### config.mk
export PLATFORM = sky130hd
export DESIGN_NAME = reset_sequencer
export DESIGN_NICKNAME = d
export VERILOG_FILES = /design/src/rtl/reset_sequencer.sv
export SDC_FILE = /design/constraint.sdc
export NUM_CORES = 1
export LEC_CHECK = 0
export ABC_CLOCK_PERIOD_IN_PS = 2200
export CAP_MARGIN = 20
export CORE_MARGIN = 5
export CORE_UTILIZATION = 50
export DETAILED_ROUTE_END_ITERATION = 6
export PLACE_DENSITY = 0.72
export SYNTH_ARGS = -nofsm -noshare
export SYNTH_HDL_FRONTEND = slang
export SYNTH_SLANG_ARGS = --single-unit
### constraint.sdc
create_clock -name CLK -period 2.2 [get_ports CLK]
set_input_delay 0.22 -clock CLK [delete_from_list [all_inputs] [get_ports CLK]]
set_output_delay 0.22 -clock CLK [all_outputs]
set_load 0.05 [all_outputs]
### src/rtl/reset_sequencer.sv
// Power-on / soft reset sequencer: lock-gated stretch, then staggered transport -> bus -> core release.
// Latency: 2-flop sync + STRETCH_CYCLES + 2*STAGGER_CYCLES edges; no backpressure, all outputs registered.
module reset_sequencer #(
  parameter int STRETCH_CYCLES  = 15,
  parameter int STAGGER_CYCLES  = 4,
  parameter int DEBOUNCE_CYCLES = 16
) (
  input  logic       CLK,
  input  logic       PORESETn,
  input  logic       PLL_LOCKED,
  input  logic       BUTTON_n,
  input  logic       SYSRESETREQ,
  input  logic       DBG_RESET_REQ,
  input  logic       CAUSE_CLR,
  output logic       TRANSPORT_RESETn,
  output logic       BUS_RESETn,
  output logic       CORE_RESETn,
  output logic       READY,
  output logic [2:0] RESET_CAUSE
);

  localparam int MAX_SQ = (STRETCH_CYCLES > STAGGER_CYCLES) ? STRETCH_CYCLES : STAGGER_CYCLES;
  localparam int MAX_P  = (MAX_SQ > DEBOUNCE_CYCLES) ? MAX_SQ : DEBOUNCE_CYCLES;
  localparam int CW     = $clog2(MAX_P + 1);

  localparam logic [CW-1:0] STRETCH_LD = CW'(STRETCH_CYCLES - 1);
  localparam logic [CW-1:0] STAGGER_LD = CW'(STAGGER_CYCLES - 1);
  localparam logic [CW-1:0] DB_LAST    = CW'(DEBOUNCE_CYCLES - 1);

  typedef enum logic [2:0] {
    WAIT_LOCK = 3'd0,
    STRETCH   = 3'd1,
    REL_BUS   = 3'd2,
    REL_CORE  = 3'd3,
    RUN       = 3'd4
  } state_t;

  logic          lock_s1, lock_s2;
  logic          btn_s1, btn_s2;
  logic          btn_pressed;
  logic [CW-1:0] db_cnt;

  state_t        state_q, state_d;
  logic [CW-1:0] cnt_q, cnt_d;
  logic          soft_q, soft_d;
  logic          trn_d, bus_d, core_d, rdy_d;
  logic [2:0]    cause_set;

  always_ff @(posedge CLK or negedge PORESETn) begin
    if (!PORESETn) begin
      lock_s1 <= 1'b0;
      lock_s2 <= 1'b0;
      btn_s1  <= 1'b1;
      btn_s2  <= 1'b1;
    end else begin
      lock_s1 <= PLL_LOCKED;
      lock_s2 <= lock_s1;
      btn_s1  <= BUTTON_n;
      btn_s2  <= btn_s1;
    end
  end

  // db_cnt counts consecutive samples that disagree with the current debounced level
  always_ff @(posedge CLK or negedge PORESETn) begin
    if (!PORESETn) begin
      btn_pressed <= 1'b0;
      db_cnt      <= '0;
    end else if (~btn_s2 == btn_pressed) begin
      db_cnt <= '0;
    end else if (db_cnt == DB_LAST) begin
      btn_pressed <= ~btn_s2;
      db_cnt      <= '0;
    end else begin
      db_cnt <= db_cnt + 1'b1;
    end
  end

  always_comb begin
    state_d   = state_q;
    cnt_d     = cnt_q;
    soft_d    = soft_q;
    trn_d     = TRANSPORT_RESETn;
    bus_d     = BUS_RESETn;
    core_d    = CORE_RESETn;
    rdy_d     = READY;
    cause_set = 3'b000;

    if (!lock_s2) begin
      state_d = WAIT_LOCK;
      cnt_d   = '0;
      soft_d  = 1'b0;
      trn_d   = 1'b0;
      bus_d   = 1'b0;
      core_d  = 1'b0;
      rdy_d   = 1'b0;
      if (state_q != WAIT_LOCK) cause_set[0] = 1'b1;
    end else if (btn_pressed && (state_q != WAIT_LOCK)) begin
      // held in STRETCH with a fresh count until the debounced release
      state_d      = STRETCH;
      cnt_d        = STRETCH_LD;
      soft_d       = 1'b0;
      trn_d        = 1'b0;
      bus_d        = 1'b0;
      core_d       = 1'b0;
      rdy_d        = 1'b0;
      cause_set[1] = 1'b1;
    end else if ((SYSRESETREQ || DBG_RESET_REQ) && (state_q == RUN)) begin
      state_d      = STRETCH;
      cnt_d        = STRETCH_LD;
      soft_d       = 1'b1;
      bus_d        = 1'b0;
      core_d       = 1'b0;
      rdy_d        = 1'b0;
      cause_set[2] = 1'b1;
    end else begin
      case (state_q)
        WAIT_LOCK: begin
          state_d = STRETCH;
          cnt_d   = STRETCH_LD;
        end
        STRETCH: begin
          trn_d = soft_q;
          if (cnt_q == '0) begin
            state_d = REL_BUS;
            cnt_d   = STAGGER_LD;
            trn_d   = 1'b1;
          end else begin
            cnt_d = cnt_q - 1'b1;
          end
        end
        REL_BUS: begin
          if (cnt_q == '0) begin
            state_d = REL_CORE;
            cnt_d   = STAGGER_LD;
            bus_d   = 1'b1;
          end else begin
            cnt_d = cnt_q - 1'b1;
          end
        end
        REL_CORE: begin
          if (cnt_q == '0) begin
            state_d = RUN;
            soft_d  = 1'b0;
            core_d  = 1'b1;
            rdy_d   = 1'b1;
          end else begin
            cnt_d = cnt_q - 1'b1;
          end
        end
        RUN: begin
          cnt_d = '0;
        end
        default: begin
          state_d = WAIT_LOCK;
          cnt_d   = '0;
          soft_d  = 1'b0;
          trn_d   = 1'b0;
          bus_d   = 1'b0;
          core_d  = 1'b0;
          rdy_d   = 1'b0;
        end
      endcase
    end
  end

  always_ff @(posedge CLK or negedge PORESETn) begin
    if (!PORESETn) begin
      state_q          <= WAIT_LOCK;
      cnt_q            <= '0;
      soft_q           <= 1'b0;
      TRANSPORT_RESETn <= 1'b0;
      BUS_RESETn       <= 1'b0;
      CORE_RESETn      <= 1'b0;
      READY            <= 1'b0;
      RESET_CAUSE      <= 3'b001;
    end else begin
      state_q          <= state_d;
      cnt_q            <= cnt_d;
      soft_q           <= soft_d;
      TRANSPORT_RESETn <= trn_d;
      BUS_RESETn       <= bus_d;
      CORE_RESETn      <= core_d;
      READY            <= rdy_d;
      // a cause raised on the same edge as a clear survives it
      RESET_CAUSE      <= (CAUSE_CLR ? 3'b000 : RESET_CAUSE) | cause_set;
    end
  end

endmodule

==> results of run 1 <==
-- final cells by class --
type | count | area, µm²
multi-input combinational | 79 | 530.5
inverter | 9 | 33.78
clock inverter | 1 | 5.005
fill | 209 | 991.0
sequential | 25 | 629.4
tap | 30 | 37.54
clock buffer | 3 | 22.52
timing repair buffer | 17 | 160.2
-- sequential cells by signal, summed over array words and instances (netlist names) --
signal and cells:
soft_q 1, db_cnt 5, btn_pressed 1, btn_s2 1
READY 1, lock_s2 1, RESET_CAUSE 3, btn_s1 1
BUS_RESETn 1, cnt_q 5, state_q 3, TRANSPORT_RESETn 1
lock_s1 1
-- cell families after synthesis --
| kind of cell | count (synthesis) | synth area share [%] |
|---|---|---|
| compound gates | 34 | 19.57 |
| buf+inv | 15 | 5.503 |
| mux | 2 | 2.038 |
| xor+xnor | 6 | 4.281 |
| flops | 25 | 51.27 |
| fa+ha+maj | 2 | 2.038 |
| simple gates | 35 | 15.29 |
-- cell usage in the layout (no fill, tap or decap), types with 2 or more instances in the layout --
| master | synthesis | routed |
|---|---|---|
| buf_4 | 2 | 4 |
| nor2_1 | 12 | 12 |
| o21ai_0 | 7 | 7 |
| xor2_1 | 4 | 4 |
| clkdlybuf4s50_1 | 0 | 13 |
| nand2_1 | 6 | 6 |
| nand3_1 | 5 | 5 |
| a21oi_1 | 3 | 3 |
| o31ai_1 | 4 | 4 |
| o21a_1 | 2 | 2 |
| or2_2 | 2 | 2 |
| dfstp_2 | 3 | 3 |
| clkbuf_4 | 0 | 3 |
| nor3_1 | 2 | 2 |
| o22ai_1 | 4 | 4 |
| dfrtp_1 | 22 | 22 |
| inv_1 | 9 | 9 |
| ha_1 | 2 | 2 |
| xnor2_1 | 2 | 2 |
| a31oi_1 | 2 | 2 |
-- worst max-delay path by stage --
stage / start / to / slack, ns
floorplan: cnt_q[0] / READY / 0.38
global placement: cnt_q[0] / READY / 0.31
detailed placement: cnt_q[0] / READY / 0.25
CTS: cnt_q[0] / READY / 0.24
global route: cnt_q[0] / READY / 0.17
finish: cnt_q[0] / READY / 0.23
-- worst reg2reg max path: cells and delay by family (launching register included) --
family / cells / cell delay [ns]
flip-flops: 1 / 0.44
AO/OA/AOI/OAI: 2 / 0.24
AND/OR/NAND/NOR: 1 / 0.60
multiplexers: 1 / 0.31
buffers and inverters: 1 / 0.07
adder cells (fa/ha/maj): 1 / 0.20
-- stage by stage --
stage               utilization, %  total power, W
floorplan                        -        0.001197
global placement             57.74        0.001364
detailed placement           57.74        0.001381
CTS                          58.88        0.001593
global route                 58.88        0.001695
finish                       58.88        0.001580
-- Yosys cell counts, drive strengths merged (3+ instances only) --
cell type	number	area (µm²)
nand2	6	22.52
nor2	12	45.04
xor2	4	35.03
a21oi	3	15.01
nand3	5	25.02
buf	5	30.02
o22ai	4	25.02
inv	9	33.78
dfrtp	22	550.5
dfstp	3	78.83
o21ai	9	48.79
o31ai	5	42.54
-- power by group through the flow --
stage | logic, W | clock network, W | registers [W]
floorplan | 0.000500 | 0 | 0.000697
global placement | 0.000711 | 0 | 0.000652
detailed placement | 0.000721 | 0 | 0.000660
CTS | 0.000726 | 0.000218 | 0.000650
global route | 0.000792 | 0.000236 | 0.000667
finish | 0.000721 | 0.000210 | 0.000649
-- per-layer routing --
metal  part of all wire (%)  global-route usage (%)  up-vias
met5                      0                       0        -
met4                   0.99                   5.696        0
met1                     48                   20.19      436
li1                       -                       -      448
met2                     48                   23.71       16
met3                    3.4                   2.397        2
==> flow_summary_export.csv, run 1 <==
group,metric,value,unit
run_status,status,"finished clean",
sta,worst_slack,0.2335,ns
sta,period_share,89.39,%
placement,post-place-ws,0.2457,ns
sta,fmax,508.5,MHz
global_routing,grt_max_degree,26,
routing,ant_nets,0,
pwr,net-switching-power,0.0006574,W
logic_synthesis,synth_area,1227,µm²
worst_setup_path,reg2reg_slack,0.23,ns
floorplan,ios,14,
sta,slew_violations,0,
final_layout,final_cells,164,
worst_setup_path,crit_family,"simple AND/OR/NAND/NOR gates",
routing,viasPerCell,5.500,
worst_setup_path,worstSetupStartpointType,"register",
cts,cts_resized,0,
pwr,cellLeakagePower,0.6206,nW
floorplan,start_util,50.93,%
worst_setup_path,cpPeakStageDelay,0.60,ns
worst_setup_path,cp.depth,6,
logic_synthesis,synth.avg_cell_area,10.31,µm²
cts,cts.clk_slew.worst_paths,0.14,ns
global_routing,antenna_found_initial,0,
pwr,p_seq_share,41.1,%
sta,rsz0062_at_grt,"no",
final_layout,layout.nets,144,
worst_setup_path,crit_type,"reg -> reg",
worst_setup_path,arrival,2.19,ns
worst_setup_path,path_max_fanout,7,
pwr,clockPowerShare,13.3,%
placement,dp_cells,160,
logic_synthesis,synth-edff-count,0,
cts,clk_latency,0.33,ns
worst_setup_path,path_cells,"inv_1 > ha_1 > or4b_1 > o21ai_2 > a211oi_1 > mux2_4",
cts,clock-root-buffer,"clkbuf_4",
placement,dpl.hpwl,1.745,mm
cts,postCtsSetupRepairBufs,0,
routing,initialDrtViolationCount,34,
sta,min_period,1.966,ns
floorplan,coreArea,2410,µm²
worst_setup_path,required,2.42,ns
sta,final_hold_viol_count,0,
pwr,power.internal,0.0009227,W
floorplan,rows,18,
placement,place.port_buffers,13,
floorplan,die_w,59.55,µm
pwr,ir_worst_vdd,0.6633,mV
logic_synthesis,yosys_warnings,0,
sta,worst_pin_slew,0.4986,ns
worst_setup_path,worstReg2RegStart,"cnt_q[0]",
logic_synthesis,ys.flop_type,"dfrtp_1",
global_routing,grtUsageTotal,14.85,%
sta,setup_tns,0,ns
routing,dr_total_vias,902,
final_layout,final_area,1419,µm²
logic_synthesis,synth_cells,119,
global_routing,grt_overflow,0,
final_layout,area_growth,15.60,%
final_layout,drive_gt1_share,14.93,%
pwr,power-per-cell-area,1114,nW/µm²
pwr,switching_share,41.61,%
min_path,hp-class,"in -> async",
cts,cts_htree_levels,1,
cts,cts.sinks,25,
cts,cts-hold-fix-buffers,0,
floorplan,die_y,59.55,µm
placement,placedInstanceArea,1391,µm²
cts,numCtsBuffers,3,
routing,drtPass1Iterations,4,
floorplan,die-area,3546,µm²
worst_setup_path,r2r_end,"READY",
logic_synthesis,yosysUniqueCellTypes,42,
routing,wire_per_inst,14.17,µm
global_routing,grt_pass1_vias,900,
routing,wirelength,2.324,mm
logic_synthesis,seq_area_frac_synth,51.27,%
global_routing,grt_pass1_wl,3.960,mm
logic_synthesis,syn_nets,128,
placement,finalWeightedCongestion,0.8349,
worst_setup_path,worstSetupEndpointType,"register",
worst_setup_path,crit_buf_inv,1,
routing,drc_errors,0,
pwr,combPwrFrac,45.6,%
job,maxCapViolations,0,
sta,maxSlewHeadroom,66.49,%
cts,cts_tree,"done",
cts,clock_path_buffers,2,
worst_setup_path,critPathSlowestCell,"or4b_1",
sta,setup_viol,0,
logic_synthesis,synth_seq_cells,25,
sta,holdWs,0.2204,ns
final_layout,antenna_cells,0,
sta,skew,0.01033,ns
worst_setup_path,worst-r2r-cell-count,6,
logic_synthesis,ys_async_sr_fraction,100.0,%
Power figures use the tool's default switching activity.
==> run 2, diff against run 1 <==
==> constraint.sdc (replaced) <==
create_clock -name CLK -period 2.2 [get_ports CLK]
set_input_delay 0.22 -clock CLK [delete_from_list [all_inputs] [get_ports CLK]]
set_output_delay 0.22 -clock CLK [all_outputs]
set_load 0.005 [all_outputs]
==> results of run 2 <==
The final DEF is identical to that of run 1. Status: finished clean.
Among the figures that moved: total power 0.001580 W -> 0.001501 W; worst IR drop on VDD 0.6633 mV -> 0.6534 mV
==> run 3, diff against run 2 <==
Settings changed: ABC_AREA from default to 1, SETUP_SLACK_MARGIN from default to 0.3.
==> run 3 against run 2 <==
Effect of this change:
- combinational power shrank 36%
- sequential share of layout area shrank 1.6 points
- sequential cell count unchanged
- highest routed layer unchanged
- worst setup slack gained 0.37 ns
- synthesized cell count grew 32%
- hold slack better by 0.0092 ns
- final cell count rose by 24%
- largest cell class unchanged
- critical endpoint is now RESET_CAUSE[0]
==> flow_summary_export.csv, run 3 <==
group,metric,value,unit
worst_setup_path,path_cells,"clkdlybuf4s50_1",
sta,skew,0.003089,ns
job,maxCapViolations,0,
final_layout,drive_gt1_share,9.195,%
cts,postCtsSetupRepairBufs,0,
floorplan,die-area,3657,µm²
routing,wirelength,2.502,mm
logic_synthesis,synth_top_cell_by_area,"dfrtp_1",
sta,min_period,1.592,ns
worst_setup_path,cpPeakStageDelay,0.56,ns
worst_setup_path,arrival,1.37,ns
worst_setup_path,path_max_fanout,2,
placement,place.port_buffers,13,
routing,wl_met1,1.143,mm
worst_setup_path,critPathSlowestCell,"dfstp_2",
floorplan,die_w,60.47,µm
routing,ant_nets,0,
final_layout,antenna_cells,0,
run_status,status,"finished clean",
pwr,ir_worst_vdd,0.5278,mV
routing,viasPerCell,5.181,
logic_synthesis,synth_area,1274,µm²
placement,dpl.hpwl,1.942,mm
logic_synthesis,synth_seq_cells,25,
cts,cts_resized,0,
routing,initialDrtViolationCount,38,
logic_synthesis,yosysUniqueCellTypes,22,
final_layout,final_common_cell,"nand2_1",
worst_setup_path,worstSetupEndpointType,"output pin",
floorplan,die_y,60.47,µm
cts,numCtsBuffers,3,
logic_synthesis,yosysMostFrequentCell,"nand2_1",
sta,setup_tns,0,ns
logic_synthesis,yosys_warnings,0,
floorplan,ios,14,
sta,fmax,628.3,MHz
sta,holdWs,0.2296,ns
routing,route.met3.wl,129,µm
cts,cts.clk_slew.worst_paths,0.14,ns
logic_synthesis,ys_async_sr_fraction,100.0,%
sta,period_share,72.35,%
final_layout,area_growth,15.52,%
worst_setup_path,crit_type,"reg -> out",
logic_synthesis,seq_area_frac_synth,49.41,%
sta,setup_viol,0,
routing,wire_per_inst,12.26,µm
logic_synthesis,synth_cells,157,
floorplan,rows,18,
cts,cts_htree_levels,1,
routing,routed.top_layer,"met4",
global_routing,grtUsageTotal,16.36,%
cts,cts-hold-fix-buffers,0,
sta,worst_pin_slew,0.3004,ns
sta,maxSlewHeadroom,79.97,%
logic_synthesis,yosys-top-cells-area,"dfrtp_1 43%, nand2_1 13%, inv_1 7.1%, nand3_1 6.7%, dfstp_2 6.2%",
logic_synthesis,ys.flop_type,"dfrtp_1",
sta,rsz0062_at_grt,"no",
routing,wl_met2,1.214,mm
min_path,hp-class,"in -> async",
global_routing,grt_overflow,0,
logic_synthesis,syn_nets,166,
worst_setup_path,crit_family,"flip-flops",
routing,drc_errors,0,
cts,clk_latency,0.32,ns
worst_setup_path,crit_buf_inv,1,
sta,slew_violations,0,
pwr,cellLeakagePower,0.7718,nW
logic_synthesis,synth.avg_cell_area,8.113,µm²
global_routing,grt_pass1_vias,1095,
global_routing,grt_pass1_wl,4.547,mm
cts,clock_path_buffers,2,
floorplan,coreArea,2455,µm²
worst_setup_path,required,1.98,ns
final_layout,reg_top3,"cnt_q (5), db_cnt (5)",
cts,cts_tree,"done",
routing,drtPass1Iterations,4,
sta,final_hold_viol_count,0,
logic_synthesis,synthTopCellsByCount,"43 x nand2_1, 24 x inv_1, 22 x dfrtp_1, 17 x nand3_1, 11 x nor2_1",
pwr,power-per-cell-area,809.5,nW/µm²
global_routing,antenna_found_initial,0,
logic_synthesis,synth-edff-count,0,
cts,cts.sinks,25,
placement,finalWeightedCongestion,0.8784,
final_layout,final_cell_mix,"43 x nand2_1, 24 x inv_1, 22 x dfrtp_1",
logic_synthesis,synth.top_cell.area_share,43.22,%
worst_setup_path,worstSetupStartpointType,"register",
cts,clock-root-buffer,"clkbuf_4",
floorplan,start_util,51.89,%
routing,dr_total_vias,1057,
global_routing,grt_max_degree,26,
final_layout,layout.nets,184,
-- run 3: cell count changes after synthesis, moves of 4 or more --
cell     change
o31ai_1      -4
inv_1       +15
nand2_1     +37
nand3_1     +12
-- run 3: cell type report --
type	count	area (µm²)
Timing Repair Buffer	14	137.6
Multi-Input combinational cell	106	543.0
Inverter	25	93.84
Clock buffer	3	22.52
Fill cell	236	983.4
Sequential cell	25	629.4
Clock inverter	1	7.507
Tap cell	30	37.54
-- run 3: through the flow --
stage               worst slack, ns  instance area [µm²]  utilization [%]  power [W]  cells
floorplan                    0.9074                 1274                -  0.0008662    157
global placement             0.7532                 1441            58.72  0.0009722    200
detailed placement           0.7171                 1441            58.72  0.0009867    200
CTS                          0.5907                 1471            59.94   0.001199    204
global route                 0.5499                 1471            59.94   0.001285    204
finish                       0.6084                 1471            59.94   0.001191    204
-- run 3: worst paths after layout --
kind	start	end	slack [ns]	cells after the start
worst max-delay path	RESET_CAUSE[0]	RESET_CAUSE[0]	0.61	1
worst min-delay path	PORESETn	state_q[0]	0.23	2
min in group CLK	BUTTON_n	btn_s1	0.29	1
worst min register to register	btn_s1	btn_s2	0.37	0
max in group asynchronous	PORESETn	btn_s2	1.68	2
worst max register to register	state_q[0]	state_q[1]	0.69	7
-- run 3: kinds of logic after synthesis --
| family | synth area share [%] |
|---|---|
| buffers and inverters | 7.957 |
| and+or+nand+nor | 30.94 |
| DFF | 49.41 |
| adders and majority gates | 1.964 |
| xor gates and xnor gates | 2.063 |
| AOI/OAI and AO/OA | 7.663 |
-- run 3: layer usage --
metal	global-route usage, %	vias to the layer above
met5	0	-
met4	5.882	0
met3	3.191	2
met2	27.47	20
met1	21.10	507
li1	-	528
-- run 3: power by group --
part           switching, W  internal (W)  total, W
sequential        0.0000494      0.000521  0.000570
combinational      0.000252      0.000158  0.000410
clock              0.000142     0.0000694  0.000211
